==> src/rtl/lsu_pkg.sv <==
// Shared types and constants for the load/store memory-port stage.
package lsu_pkg;

  typedef enum logic [1:0] {
    IDLE,
    REQ,
    WAIT,
    RESP
  } lsu_state_e;

  localparam logic [2:0] F3_LB  = 3'd0;
  localparam logic [2:0] F3_LH  = 3'd1;
  localparam logic [2:0] F3_LW  = 3'd2;
  localparam logic [2:0] F3_LBU = 3'd4;
  localparam logic [2:0] F3_LHU = 3'd5;
  localparam logic [2:0] F3_SB  = 3'd0;
  localparam logic [2:0] F3_SH  = 3'd1;
  localparam logic [2:0] F3_SW  = 3'd2;

  localparam logic [1:0] FAULT_MISALIGN = 2'b00;
  localparam logic [1:0] FAULT_ILLEGAL  = 2'b01;
  localparam logic [1:0] FAULT_TIMEOUT  = 2'b10;

  // Access size lives in f3[1:0]; the sign bit f3[2] does not affect lanes.
  function automatic logic [3:0] be_mask(input logic [1:0] size, input logic [1:0] addr_lo);
    logic [3:0] be;
    case (size)
      2'b00:   be = 4'b0001 << addr_lo;
      2'b01:   be = 4'b0011 << addr_lo;
      default: be = 4'b1111;
    endcase
    return be;
  endfunction

endpackage

==> src/rtl/lsu_mem_port_if.sv <==
// Data-memory request/response bus between the LSU port (master) and memory (slave).
interface lsu_mem_port_if #(
  parameter int unsigned ADDR_W = 32
) ();

  logic              mem_req_valid;
  logic              mem_req_ready;
  logic [ADDR_W-1:0] mem_addr;
  logic              mem_we;
  logic [3:0]        mem_be;
  logic [31:0]       mem_wdata;
  logic              mem_rsp_valid;
  logic [31:0]       mem_rsp_rdata;

  modport master (
    output mem_req_valid, mem_addr, mem_we, mem_be, mem_wdata,
    input  mem_req_ready, mem_rsp_valid, mem_rsp_rdata
  );

  modport slave (
    input  mem_req_valid, mem_addr, mem_we, mem_be, mem_wdata,
    output mem_req_ready, mem_rsp_valid, mem_rsp_rdata
  );

endinterface

==> src/rtl/lsu_align_check.sv <==
// Combinational op decode: byte-enable mask, lane-replicated store data, alignment
// and funct3 legality for one load/store.
module lsu_align_check
  import lsu_pkg::*;
(
  input  logic [2:0]  f3,
  input  logic [1:0]  addr_lo,
  input  logic [31:0] wdata,
  input  logic        is_store,
  output logic [3:0]  be,
  output logic [31:0] wdata_rep,
  output logic        misaligned,
  output logic        illegal
);

  always_comb begin
    be = be_mask(f3[1:0], addr_lo);

    wdata_rep = wdata;
    case (f3[1:0])
      2'b00:   wdata_rep = {4{wdata[7:0]}};
      2'b01:   wdata_rep = {2{wdata[15:0]}};
      default: ;
    endcase

    illegal = 1'b1;
    if (is_store) begin
      case (f3)
        F3_SB, F3_SH, F3_SW: illegal = 1'b0;
        default: ;
      endcase
    end else begin
      case (f3)
        F3_LB, F3_LH, F3_LW, F3_LBU, F3_LHU: illegal = 1'b0;
        default: ;
      endcase
    end

    misaligned = 1'b0;
    case (f3[1:0])
      2'b01:   misaligned = addr_lo[0];
      2'b10:   misaligned = |addr_lo;
      default: ;
    endcase
  end

endmodule

==> src/rtl/lsu_mem_port.sv <==
// Load/store memory-port stage: single outstanding data-memory access with fault pulses.
// Optional request/response timeout is enabled by defining LSU_TIMEOUT_EN.
module lsu_mem_port
  import lsu_pkg::*;
#(
  parameter int unsigned ADDR_W         = 32,
  parameter int unsigned TIMEOUT_CYCLES = 255
) (
  input  logic              clk,
  input  logic              rst,
  input  logic              req_valid,
  output logic              req_ready,
  input  logic              req_is_store,
  input  logic [ADDR_W-1:0] req_addr,
  input  logic [31:0]       req_wdata,
  input  logic [2:0]        req_f3,
  lsu_mem_port_if.master    mem,
  output logic              rd_valid,
  output logic [31:0]       rd_data,
  output logic [3:0]        rd_be_mask,
  output logic [2:0]        rd_f3,
  output logic              st_done,
  output logic              busy,
  output logic              fault,
  output logic [1:0]        fault_code
);

  lsu_state_e state_q, state_d;

  logic [ADDR_W-1:0] addr_q;
  logic              we_q;
  logic [3:0]        be_q;
  logic [31:0]       wdata_q;
  logic [2:0]        f3_q;
  logic [31:0]       rd_data_q;
  logic [3:0]        rd_be_q;
  logic [2:0]        rd_f3_q;
  logic              fault_q;
  logic [1:0]        fault_code_q;

  logic [3:0]  chk_be;
  logic [31:0] chk_wdata;
  logic        chk_misaligned;
  logic        chk_illegal;

  logic accept, op_bad, mem_hs, rsp_take, tmo_hit, tmo_fire;

  lsu_align_check u_align_check (
    .f3         (req_f3),
    .addr_lo    (req_addr[1:0]),
    .wdata      (req_wdata),
    .is_store   (req_is_store),
    .be         (chk_be),
    .wdata_rep  (chk_wdata),
    .misaligned (chk_misaligned),
    .illegal    (chk_illegal)
  );

`ifdef LSU_TIMEOUT_EN
  localparam logic [15:0] TmoLast = 16'(TIMEOUT_CYCLES - 1);

  logic [15:0] tmo_cnt_q;

  assign tmo_hit = ((state_q == REQ) || (state_q == WAIT)) && (tmo_cnt_q == TmoLast);

  // Restarts on every entry into REQ or WAIT, so each phase gets the full budget.
  always_ff @(posedge clk or posedge rst) begin
    if (rst) begin
      tmo_cnt_q <= '0;
    end else if ((state_d != state_q) && ((state_d == REQ) || (state_d == WAIT))) begin
      tmo_cnt_q <= '0;
    end else if ((state_q == REQ) || (state_q == WAIT)) begin
      tmo_cnt_q <= tmo_cnt_q + 16'd1;
    end
  end
`else
  logic unused_timeout_cfg;
  assign unused_timeout_cfg = ^TIMEOUT_CYCLES;
  assign tmo_hit            = 1'b0;
`endif

  always_comb begin
    accept   = (state_q == IDLE) && req_valid;
    op_bad   = chk_illegal || chk_misaligned;
    mem_hs   = (state_q == REQ) && mem.mem_req_ready;
    rsp_take = (state_q == WAIT) && mem.mem_rsp_valid;
    tmo_fire = tmo_hit && (((state_q == REQ) && !mem.mem_req_ready) ||
                           ((state_q == WAIT) && !mem.mem_rsp_valid));

    state_d = state_q;
    unique case (state_q)
      IDLE: if (accept && !op_bad) state_d = REQ;
      REQ: begin
        if (mem_hs)        state_d = we_q ? IDLE : WAIT;
        else if (tmo_fire) state_d = IDLE;
      end
      WAIT: begin
        if (rsp_take)      state_d = RESP;
        else if (tmo_fire) state_d = IDLE;
      end
      RESP:    state_d = IDLE;
      default: state_d = IDLE;
    endcase
  end

  always_ff @(posedge clk or posedge rst) begin
    if (rst) begin
      state_q      <= IDLE;
      addr_q       <= '0;
      we_q         <= 1'b0;
      be_q         <= '0;
      wdata_q      <= '0;
      f3_q         <= '0;
      rd_data_q    <= '0;
      rd_be_q      <= '0;
      rd_f3_q      <= '0;
      fault_q      <= 1'b0;
      fault_code_q <= FAULT_MISALIGN;
    end else begin
      state_q <= state_d;
      fault_q <= 1'b0;
      if (accept) begin
        addr_q  <= {req_addr[ADDR_W-1:2], 2'b00};
        we_q    <= req_is_store;
        be_q    <= chk_be;
        wdata_q <= chk_wdata;
        f3_q    <= req_f3;
        if (op_bad) begin
          fault_q      <= 1'b1;
          fault_code_q <= chk_illegal ? FAULT_ILLEGAL : FAULT_MISALIGN;
        end
      end
      if (rsp_take) begin
        rd_data_q <= mem.mem_rsp_rdata;
        rd_be_q   <= be_q;
        rd_f3_q   <= f3_q;
      end
      if (tmo_fire) begin
        fault_q      <= 1'b1;
        fault_code_q <= FAULT_TIMEOUT;
      end
    end
  end

  assign req_ready         = (state_q == IDLE);
  assign busy              = (state_q != IDLE);
  assign mem.mem_req_valid = (state_q == REQ);
  assign mem.mem_addr      = addr_q;
  assign mem.mem_we        = we_q;
  assign mem.mem_be        = be_q;
  assign mem.mem_wdata     = wdata_q;
  assign st_done           = mem_hs && we_q;
  assign rd_valid          = (state_q == RESP);
  assign rd_data           = rd_data_q;
  assign rd_be_mask        = rd_be_q;
  assign rd_f3             = rd_f3_q;
  assign fault             = fault_q;
  assign fault_code        = fault_code_q;

endmodule

==> src/flat_wrapper.sv <==
// flat-port wrapper written by rule: the top's interface ports become plain ports
module lsu_mem_port_flat import lsu_pkg::*;
#(
  parameter int unsigned ADDR_W         = 32,
  parameter int unsigned TIMEOUT_CYCLES = 255
)
  (clk, rst, req_valid, req_ready, req_is_store, req_addr, req_wdata, req_f3, rd_valid, rd_data, rd_be_mask, rd_f3, st_done, busy, fault, fault_code, mem_mem_req_valid, mem_mem_addr, mem_mem_we, mem_mem_be, mem_mem_wdata, mem_mem_req_ready, mem_mem_rsp_valid, mem_mem_rsp_rdata);
  lsu_mem_port_if #(.ADDR_W(ADDR_W)) mem_i ();
  input  logic clk;
  input  logic rst;
  input  logic req_valid;
  output logic req_ready;
  input  logic req_is_store;
  input  logic [ADDR_W-1:0] req_addr;
  input  logic [31:0] req_wdata;
  input  logic [2:0] req_f3;
  output logic rd_valid;
  output logic [31:0] rd_data;
  output logic [3:0] rd_be_mask;
  output logic [2:0] rd_f3;
  output logic st_done;
  output logic busy;
  output logic fault;
  output logic [1:0] fault_code;
  output wire logic [$bits(mem_i.mem_req_valid)-1:0] mem_mem_req_valid;
  output wire logic [$bits(mem_i.mem_addr)-1:0] mem_mem_addr;
  output wire logic [$bits(mem_i.mem_we)-1:0] mem_mem_we;
  output wire logic [$bits(mem_i.mem_be)-1:0] mem_mem_be;
  output wire logic [$bits(mem_i.mem_wdata)-1:0] mem_mem_wdata;
  input wire logic [$bits(mem_i.mem_req_ready)-1:0] mem_mem_req_ready;
  input wire logic [$bits(mem_i.mem_rsp_valid)-1:0] mem_mem_rsp_valid;
  input wire logic [$bits(mem_i.mem_rsp_rdata)-1:0] mem_mem_rsp_rdata;
  assign mem_mem_req_valid = mem_i.mem_req_valid;
  assign mem_mem_addr = mem_i.mem_addr;
  assign mem_mem_we = mem_i.mem_we;
  assign mem_mem_be = mem_i.mem_be;
  assign mem_mem_wdata = mem_i.mem_wdata;
  assign mem_i.mem_req_ready = mem_mem_req_ready;
  assign mem_i.mem_rsp_valid = mem_mem_rsp_valid;
  assign mem_i.mem_rsp_rdata = mem_mem_rsp_rdata;
  lsu_mem_port #(.ADDR_W(ADDR_W), .TIMEOUT_CYCLES(TIMEOUT_CYCLES)) u_core (.clk(clk), .rst(rst), .req_valid(req_valid), .req_ready(req_ready), .req_is_store(req_is_store), .req_addr(req_addr), .req_wdata(req_wdata), .req_f3(req_f3), .mem(mem_i), .rd_valid(rd_valid), .rd_data(rd_data), .rd_be_mask(rd_be_mask), .rd_f3(rd_f3), .st_done(st_done), .busy(busy), .fault(fault), .fault_code(fault_code));
endmodule
==> config.mk <==
export PLATFORM = sky130hd
export DESIGN_NAME = lsu_mem_port_flat
export DESIGN_NICKNAME = d
export VERILOG_FILES = /design/src/rtl/lsu_pkg.sv /design/src/rtl/lsu_mem_port_if.sv /design/src/rtl/lsu_align_check.sv /design/src/rtl/lsu_mem_port.sv /design/src/flat_wrapper.sv
export SDC_FILE = /design/constraint.sdc
export NUM_CORES = 1
export LEC_CHECK = 0
export BUFFER_PORTS_ARGS = -buffer_cell sky130_fd_sc_hd__buf_2
export CAP_MARGIN = 10
export CORE_MARGIN = 1.5
export CORE_UTILIZATION = 35
export CTS_BUF_LIST = sky130_fd_sc_hd__clkbuf_8
export CTS_CLUSTER_SIZE = 24
export DETAILED_ROUTE_END_ITERATION = 6
export RECOVER_POWER = 100
export SYNTH_ARGS = -nofsm -noshare
export SYNTH_HDL_FRONTEND = slang
export SYNTH_SLANG_ARGS = --single-unit
export TNS_END_PERCENT = 30
==> constraint.sdc <==
create_clock -name clk -period 3.65 [get_ports clk]
set_input_delay 0.365 -clock clk [delete_from_list [all_inputs] [get_ports clk]]
set_output_delay 0.365 -clock clk [all_outputs]
set_load 0.1 [all_outputs]
* Yosys cells after proc, flatten, opt, wreduce, memory -nomap -nowiden
Index checks and enable logic that the tools add are counted.
** Storage, ports and cells
- Input bits :: 105
- Register bits :: 114
- Output and inout bits :: 116
** Operators by class
- Reduce and logical (&&, ||, !) cells :: 16
- Shifts and indexed selects :: 2
- Mux-type cells :: 14
- Eq/ne operators :: 12
** Operators with widths (count)
- one-hot mux 32 bit (2 select lines) :: 1
- two-way mux 2 bit :: 4
- one-hot mux 2 bit (4 select lines) :: 1
- one-hot mux 4 bit (2 select lines) :: 1
- equality test 2 bit (second input constant) :: 3
- equality test 3 bit (second input constant) :: 2
- two-way mux 1 bit :: 6
- != test 2 x 1 -> 1 bit (second input constant) :: 3
- logical AND 1 bit :: 5
- OR reduction 5 bit :: 1
- equality test 2 x 1 -> 1 bit (second input constant) :: 2
- logical NOT 2 bit :: 2
- left shift 1 x 2 -> 4 bit (first input constant) :: 1
- left shift 2 x 2 -> 4 bit (first input constant) :: 1
- equality test 3 x 1 -> 1 bit (second input constant) :: 1
- equality test 3 x 2 -> 1 bit (second input constant) :: 1
- logical NOT 3 bit :: 1
- AND reduction 3 bit :: 1
- OR reduction 3 bit :: 1
- one-hot mux 1 bit (2 select lines) :: 1
- AND reduction 2 bit :: 1
- nonzero test 2 bit :: 1
- OR reduction 2 bit :: 1
- logical NOT 1 bit :: 1
- logical OR 1 bit :: 1

* Longest topological paths before layout
Gate-level depths: netlist (run 1).
- Word-level depth :: 9
- Mapped depth :: 7

* Modules after synthesis
Synthesis (run 1) repeated with hierarchy kept, for this count alone.
** Unflattened totals
- Cells, all modules :: 354
- Area, all modules :: 5078.6 sq um
** By module, submodules not included
- lsu_mem_port :: area each 4479.3 sq um, cells an instance 256, seq. area each 2827.7 sq um, times used 1
- lsu_align_check :: area each 599.3 sq um, cells an instance 98, seq. area each 0.0 sq um, times used 1

* Least setup slack after synthesis (run 1)
Ideal clock, no wire load.
- Path kind :: register to output
- Start point :: register u_core.state_q[0]
- End point :: output busy
- Path buffers :: 0
- Slack :: 607 ps
- Data required time :: 3285 ps
- Arrival time :: 2678 ps
- Cell stages (with the launch flop) :: 3
- Cell sequence :: dfrtp_1 -> nor2_1 -> inv_1
** On the way
- Cells in the longest elaborated chain, start to end :: 1
** Ends and longest elaborated chain
- start, declared :: line lsu_mem_port.sv:28 : lsu_state_e state_q, state_d;
- start signal, assigned :: line lsu_mem_port.sv:120 : state_q <= state_d;
- nonzero test 2 bit :: line lsu_mem_port.sv:146 : assign busy = (state_q != IDLE);
- end, declared :: line flat_wrapper.sv:22 : output logic busy;
Every way passes these cells.

* Final worst setup path (run 1)
- Start point :: input req_f3[0]
- End point :: register u_core.state_q[0]
** On the way
- Cells in the longest elaborated chain, start to end :: 9
** Ends and longest elaborated chain
- start, declared :: line flat_wrapper.sv:16 : input logic [2:0] req_f3;
- equality test 3 x 1 -> 1 bit (tied with other cells) :: line lsu_align_check.sv:28, lsu_align_check.sv:33
- OR reduction 5 bit or OR reduction 3 bit (tied branches) :: line lsu_align_check.sv:33, lsu_align_check.sv:28
- two-way mux 1 bit, on equally long branches :: line lsu_align_check.sv:33, lsu_align_check.sv:28
- two-way mux 1 bit :: line lsu_align_check.sv:27 : if (is_store) begin
- logical OR 1 bit (*) :: line lsu_mem_port.sv:84 : op_bad = chk_illegal || chk_misaligned;
- logical NOT 1 bit (*) :: line lsu_mem_port.sv:92 : IDLE: if (accept && !op_bad) state_d = REQ;
- logical AND 1 bit (*) :: line lsu_mem_port.sv:92
- != test 2 x 1 -> 1 bit (no line) (*)
- AND reduction 3 bit (no line) (*)
Mark *: on every way between the ends. The rest lies on a longest branch, timed or not.
A chain may end at the register's enable or synchronous reset.

==> results of run 1 <==
==> final timing paths <==
path	from	to	slack [ns]	cells after the start
min	req_addr[31]	u_core.mem.mem_addr[31]	0.14	2
max in group asynchronous	rst	u_core.mem.mem_wdata[14]	1.97	3
min reg2reg	u_core.f3_q[1]	u_core.f3_q[1]	0.48	1
max reg2reg	flip-flop	u_core.rd_data[19]	1.71	3
max	req_f3[0]	u_core.state_q[0]	1.02	6
min in group asynchronous	rst	u_core.mem.mem_addr[18]	0.56	2
==> layout make-up <==
type                            instances  area (um^2)  area share (%)
Timing Repair Buffer                  220          991            16.4
Sequential cell                       113         2830            46.8
Inverter                                6         23.8           0.393
Tap cell                              176          220            3.64
Multi-Input combinational cell        201         1620            26.7
Clock buffer                           22          303            5.01
Clock inverter                          8         63.8            1.06
==> synthesized netlist by cell type (2+ instances only) <==
master	instances	share of area, %
a31oi_1	11	1.4
o21ai_0	5	0.53
o21a_1	2	0.32
buf_6	4	0.95
nor2_1	28	2.2
buf_4	10	1.6
mux2_2	38	9.0
mux2_1	13	3.1
buf_2	6	0.63
o211ai_1	2	0.32
ha_1	3	0.79
nand2b_1	3	0.39
dfrtp_1	113	59
nand2_1	10	0.79
a21oi_1	17	1.8
and2_1	2	0.26
nand3b_1	2	0.32
inv_1	6	0.47
a22oi_1	17	2.7
mux2i_1	8	1.7
clkbuf_1	2	0.16
mux2_4	30	9.5
==> worst reg2reg max path, stage by stage (launching register included) <==
cell and delay [ns]:
dfrtp_1 0.43, nand3b_1 0.52, buf_4 0.46, mux2_2 0.41
==> registers in the layout (all words and copies together), names as in the netlist, 3 cells and up, named ones only <==
register / flops
u_core.f3_q: 3
u_core.mem.mem_addr: 30
u_core.mem.mem_be: 4
u_core.mem.mem_wdata: 32
u_core.rd_be_mask: 4
u_core.rd_data: 32
u_core.rd_f3: 3
==> logic make-up after synthesis <==
kind of cell / Yosys count / share of synthesized area (%)
other: 1 / 0.0789
adder cells (fa/ha/maj): 3 / 0.790
flip-flops: 113 / 59.5
buffers and inverters: 29 / 3.89
AO/OA/AOI/OAI: 57 / 7.61
AND/OR/NAND/NOR: 49 / 4.92
multiplexers: 89 / 23.2
==> layer usage <==
metal | part of all wire (%) | track usage, %
met5 | 0 | 0
met4 | 2.5 | 8.71
met1 | 42 | 20.7
met3 | 9.1 | 6.61
met2 | 46 | 25.0
==> through the flow <==
| stage | setup WS [ns] | instances |
|---|---|---|
| 6_report | 1.02 | 746 |
| 5_1_grt | 0.787 | 746 |
| 4_1_cts | 1.51 | 746 |
| 3_5_place_dp | 1.45 | 716 |
| 3_3_place_gp | 1.59 | 716 |
| 2_1_floorplan | 0.298 | 343 |
==> results.md, run 1 <==
- Final setup TNS: 0 ns
- Number of CTS-inserted buffers: 17
- Largest net degree at the start of global routing: 101
- Clk sinks: roughly 110
- Worst EP required: 3.97 ns
- Final Instance Area: 6040 um^2
- Initial core utilization: 35.9%
- ANT nets after route: 0
- Iteration-0 DRC Markers: 121
- Crit path max-delay family: simple AND/OR/NAND/NOR gates
- Nets: 667
- Share of cells above drive strength 1: a little under a third
- Status: finished, violations left
- Finished Core Util: a little under half
- DRT Wirelength: 11.3 mm
- Crit path cell chain: clkbuf_1 -> inv_1 -> ha_1 -> nor2_1 -> a22oi_1 -> a31o_2
- Cell Area, Synth: approximately 4800 um^2
- Crit path DAT: 2.94 ns
- Clk pin slew, worst setup/hold paths: 0.07 ns
- RSZ-0062 raised after global routing: no
- Worst path max stage delay: 1.29 ns
- Type of the most critical hold path: primary input to flip-flop
- Cells after Synth: 341
- CTS Buffer Depth: 2
- Achievable frequency: 381 MHz
- First-pass GRT wire length: 18.3 mm
- Placement Cell Area: 5960 um^2
- Worst hold slack: 0.142 ns
- Area grow syn2layout: 27.1%
- H-tree levels: 4
- Kind of critical path: primary input to flip-flop
- Slew headroom: -55.7%
- Hold Fails Final Rpt: 0
- Initial antenna violation count: 1
- Hold-fix buffers, CTS: 0
- Slew Viols, Final: 71
- Critical Path Sink Type: flip-flop
- Synth Register Bits: approximately 110
- # rows: 42
- DR pass1 iterations: 4
- Register area share after synthesis: 59.5%
- TritonCTS clock tree: built
- Tcrit/Tclk final: 71.9%
- # diodes: 0
- Vias in the first global route: 3594
- Gr usage total: approximately 17%
- Port-buffer cells: roughly 220
- I/O pins: 221
- Post-DR wirelength/cell: 15.1 um
- Asr flop ratio synth: 100%
- Min Tclk post-route: 2.63 ns
- Synthesized area per cell: ~14 um^2
- Post-synth EDFFs: 0
- RD Place Congestion: 0.819
- Commonest non-fill, non-tap cell in the layout: clkbuf_1
- CTS root buffer: clkbuf_8
- Critical Path Fanout Max: 19
- Clk_lat worst skew: 0.43 ns
- DR vias/cell: 4.72
- Startpoint types: primary input
- Syn. warnings: 0
- Post-CTS Resized: 0
- Routed vias: about 3500
- Commonest cells after routing, fill and taps aside: clkbuf_1, dfrtp_1, buf_2
- Die Wd: roughly 120 um
- Gr ovfl total: 0
- CP bufs+invs: 2
- Final Skew: 0.0131 ns
- Netlist cell types: 31
- Core area: 13200 um^2
- Die area: 14300 um^2
- Failing checks: max-capacitance violations, max-slew violations
- Top_reg_cell synth: dfrtp_1
- Max-Cap Viols: 2
- Filler Cell Count: 1353
- Worst slew pin tran: 2.32 ns
- Post-CTS setup buffer count: 0
- Critical-path top delay cell: nor2_1
- Die Height: 120 um
- Setup Viol. Count Final: 0
- Post-detail-place hpwl: just over 8 mm
- DRC viols: 0
Power of run 1 is left out: the tool's default activity adds up to more than one toggle a clock period on the data nets, which glitch-free logic cannot reach.
==> run 2: changes to the inputs <==
- clock period: 3.65 -> 2.7 ns (I/O delays scaled with it)
==> run 2 against run 1 <==
Against the previous run:
- the run ends with max-capacitance violations left
- count of clock-buffer cells in the layout shrank 1
- sequential share of layout area shrank 1.5 points
- largest cell class unchanged
- die area is the same
- clock skew shrank 0.0047 ns
==> results.md, run 2 (synthesis gave the netlist of run 1 again) <==
- Post-CTS setup buffer count: 0 (unchanged)
- Post-DR wirelength/cell: 14.8 um (was 15.1 um)
- Post-detail-place hpwl: 8.44 mm (was 8.13 mm)
- Critical Path Sink Type: output port (was flip-flop)
- Nets: 677 (was 667)
- Filler Cell Count: 1326 (was 1353)
- DR pass1 iterations: 5 (was 4)
- # diodes: 0 (unchanged)
- Crit path DAT: 2.02 ns (was 2.94 ns)
- Share of cells above drive strength 1: 31.8% (was 30.5%)
- Startpoint types: flip-flop (was primary input)
- First-pass GRT wire length: 18.3 mm (about the same)
- Worst hold slack: 0.0538 ns (was 0.142 ns)
- Placement Cell Area: 6040 um^2 (was 5960 um^2)
- Setup Viol. Count Final: 0 (unchanged)
- Post-CTS Resized: 0 (unchanged)
- Gr ovfl total: 0 (unchanged)
- CP bufs+invs: 2 (unchanged)
- Routed vias: 3525 (was 3522)
- Final Skew: 0.00844 ns (was 0.0131 ns)
- Die area: 14300 um^2 (unchanged)
- # rows: 42 (unchanged)
- Type of the most critical hold path: primary input to flip-flop (unchanged)
- Core area: 13200 um^2 (unchanged)
- Achievable frequency: 437 MHz
- RSZ-0062 raised after global routing: no (unchanged)
- Kind of critical path: flip-flop to output port (was primary input to flip-flop)
- DRT Wirelength: 11.2 mm (was 11.3 mm)
- Commonest cells after routing, fill and taps aside: clkbuf_1, dfrtp_1, buf_2 (unchanged)
- Min Tclk post-route: between 2 and 2.5 ns
- DRC viols: 0 (unchanged)
- Iteration-0 DRC Markers: 150 (was 121)
- H-tree levels: 4 (unchanged)
- Tcrit/Tclk final: between 80% and 90%
- Clk pin slew, worst setup/hold paths: 0.07 ns (about the same)
- Largest net degree at the start of global routing: 46 (was 101)
- Worst EP required: 2.43 ns (was 3.97 ns)
- Clk sinks: 113 (unchanged)
- Slew Viols, Final: 0 (was 71)
- Commonest non-fill, non-tap cell in the layout: clkbuf_1 (unchanged)
- Placed insts: 725 (was 716)
- DR vias/cell: 4.65 (was 4.72)
- Initial core utilization: 35.9% (unchanged)
- Number of CTS-inserted buffers: 17 (unchanged)
- Final non-filler cell total: 758 (was 746)
- Critical-path top delay cell: clkbuf_1 (was nor2_1)
- Slew headroom: 1.17% (was -55.7%)
- CTS root buffer: clkbuf_8 (unchanged)
- Max-Cap Viols: 1 (was 2)
- Die Height: 120 um (unchanged)
- Hold Fails Final Rpt: 0 (unchanged)
- Final Instance Area: 6250 um^2 (was 6040 um^2)
- Area grow syn2layout: 31.4% (was 27.1%)
- Status: finished, violations left (unchanged)
- Gr usage total: 16.6% (about the same)
- ANT nets after route: 0 (unchanged)
- TritonCTS clock tree: built (unchanged)
- CTS Buffer Depth: 2 (unchanged)
- Crit path max-delay family: buffers and inverters (was simple AND/OR/NAND/NOR gates)
- Vias in the first global route: 3646 (was 3594)
- Die Wd: 120 um (unchanged)
- Critical Path Fanout Max: 6 (was 19)
- Initial antenna violation count: 0 (was 1)
- RD Place Congestion: 0.776 (was 0.819)
- Failing checks: max-capacitance violations (was max-capacitance violations, max-slew violations)
- Port-buffer cells: 217 (unchanged)
- Clk_lat worst skew: 0.43 ns (about the same)
- Worst slew pin tran: 1.47 ns (was 2.32 ns)
- Crit path cell chain: nand2b_1 -> inv_1 -> clkbuf_1 (was clkbuf_1 -> inv_1 -> ha_1 -> nor2_1 -> a22oi_1 -> a31o_2)
- Worst path max stage delay: 0.87 ns (was 1.29 ns)
- I/O pins: 221 (unchanged)
## run 2: cell types whose count changed in the layout (fill, tap and decap cells not counted), moves of 2 or more
| cell | change |
|---|---|
| bufinv_16 | +4 |
| clkbuf_1 | +6 |
| inv_1 | -2 |
| mux2_1 | -2 |
| mux2_4 | +2 |
## run 2: path summary, 6_finish.rpt
path	start	end	slack (ns)	depth (start not counted)
setup / recovery	flip-flop	mem_mem_req_valid	0.41	3
hold / removal	req_addr[5]	u_core.mem.mem_addr[5]	0.05	2
setup reg to reg	u_core.state_q[0]	u_core.rd_data[19]	0.58	3
hold reg to reg	u_core.mem.mem_addr[24]	u_core.mem.mem_addr[24]	0.49	1
max in group asynchronous	rst	u_core.mem.mem_wdata[14]	1.14	4
min in group asynchronous	rst	u_core.mem.mem_addr[18]	0.73	3
## run 2: area by class of cell
type / instances / area, um^2 / area share [%]
flip-flops and latches: 113 / 2830 / 45.3
clock buffers: 21 / 289 / 4.63
clock inverters: 11 / 183 / 2.92
inverters: 6 / 23.8 / 0.381
repair buffers: 230 / 1050 / 16.9
multi-input cells: 201 / 1650 / 26.4
well taps: 176 / 220 / 3.52
## run 2: metrics by stage
step	utilization (%)	setup TNS [ns]	setup slack, ns
after global placement	45.6	0	0.905
after detailed placement	45.6	0	0.896
after CTS	49.3	0	0.668
final	47.2	0	0.410
after global routing	47.2	0	0.307
after floorplan	-	-0.248	-0.248
## run 2: per-layer routing
metal	vias to the layer above	wire, um	part of all wire, %	track usage (%)
met5	-	0	0	0
met4	0	124	1.1	7.07
met3	12	1020	9.1	6.70
met2	158	5260	47	25.8
met1	1703	4830	43	20.5
li1	1652	-	-	-
## run 2: repair_timing
action                                 4_1_cts  5_1_grt
hold buffers                                 1        0
endpoints found under the hold margin       30        0
setup endpoints to repair                    0        0
Power of run 2 is left out for the same reason.
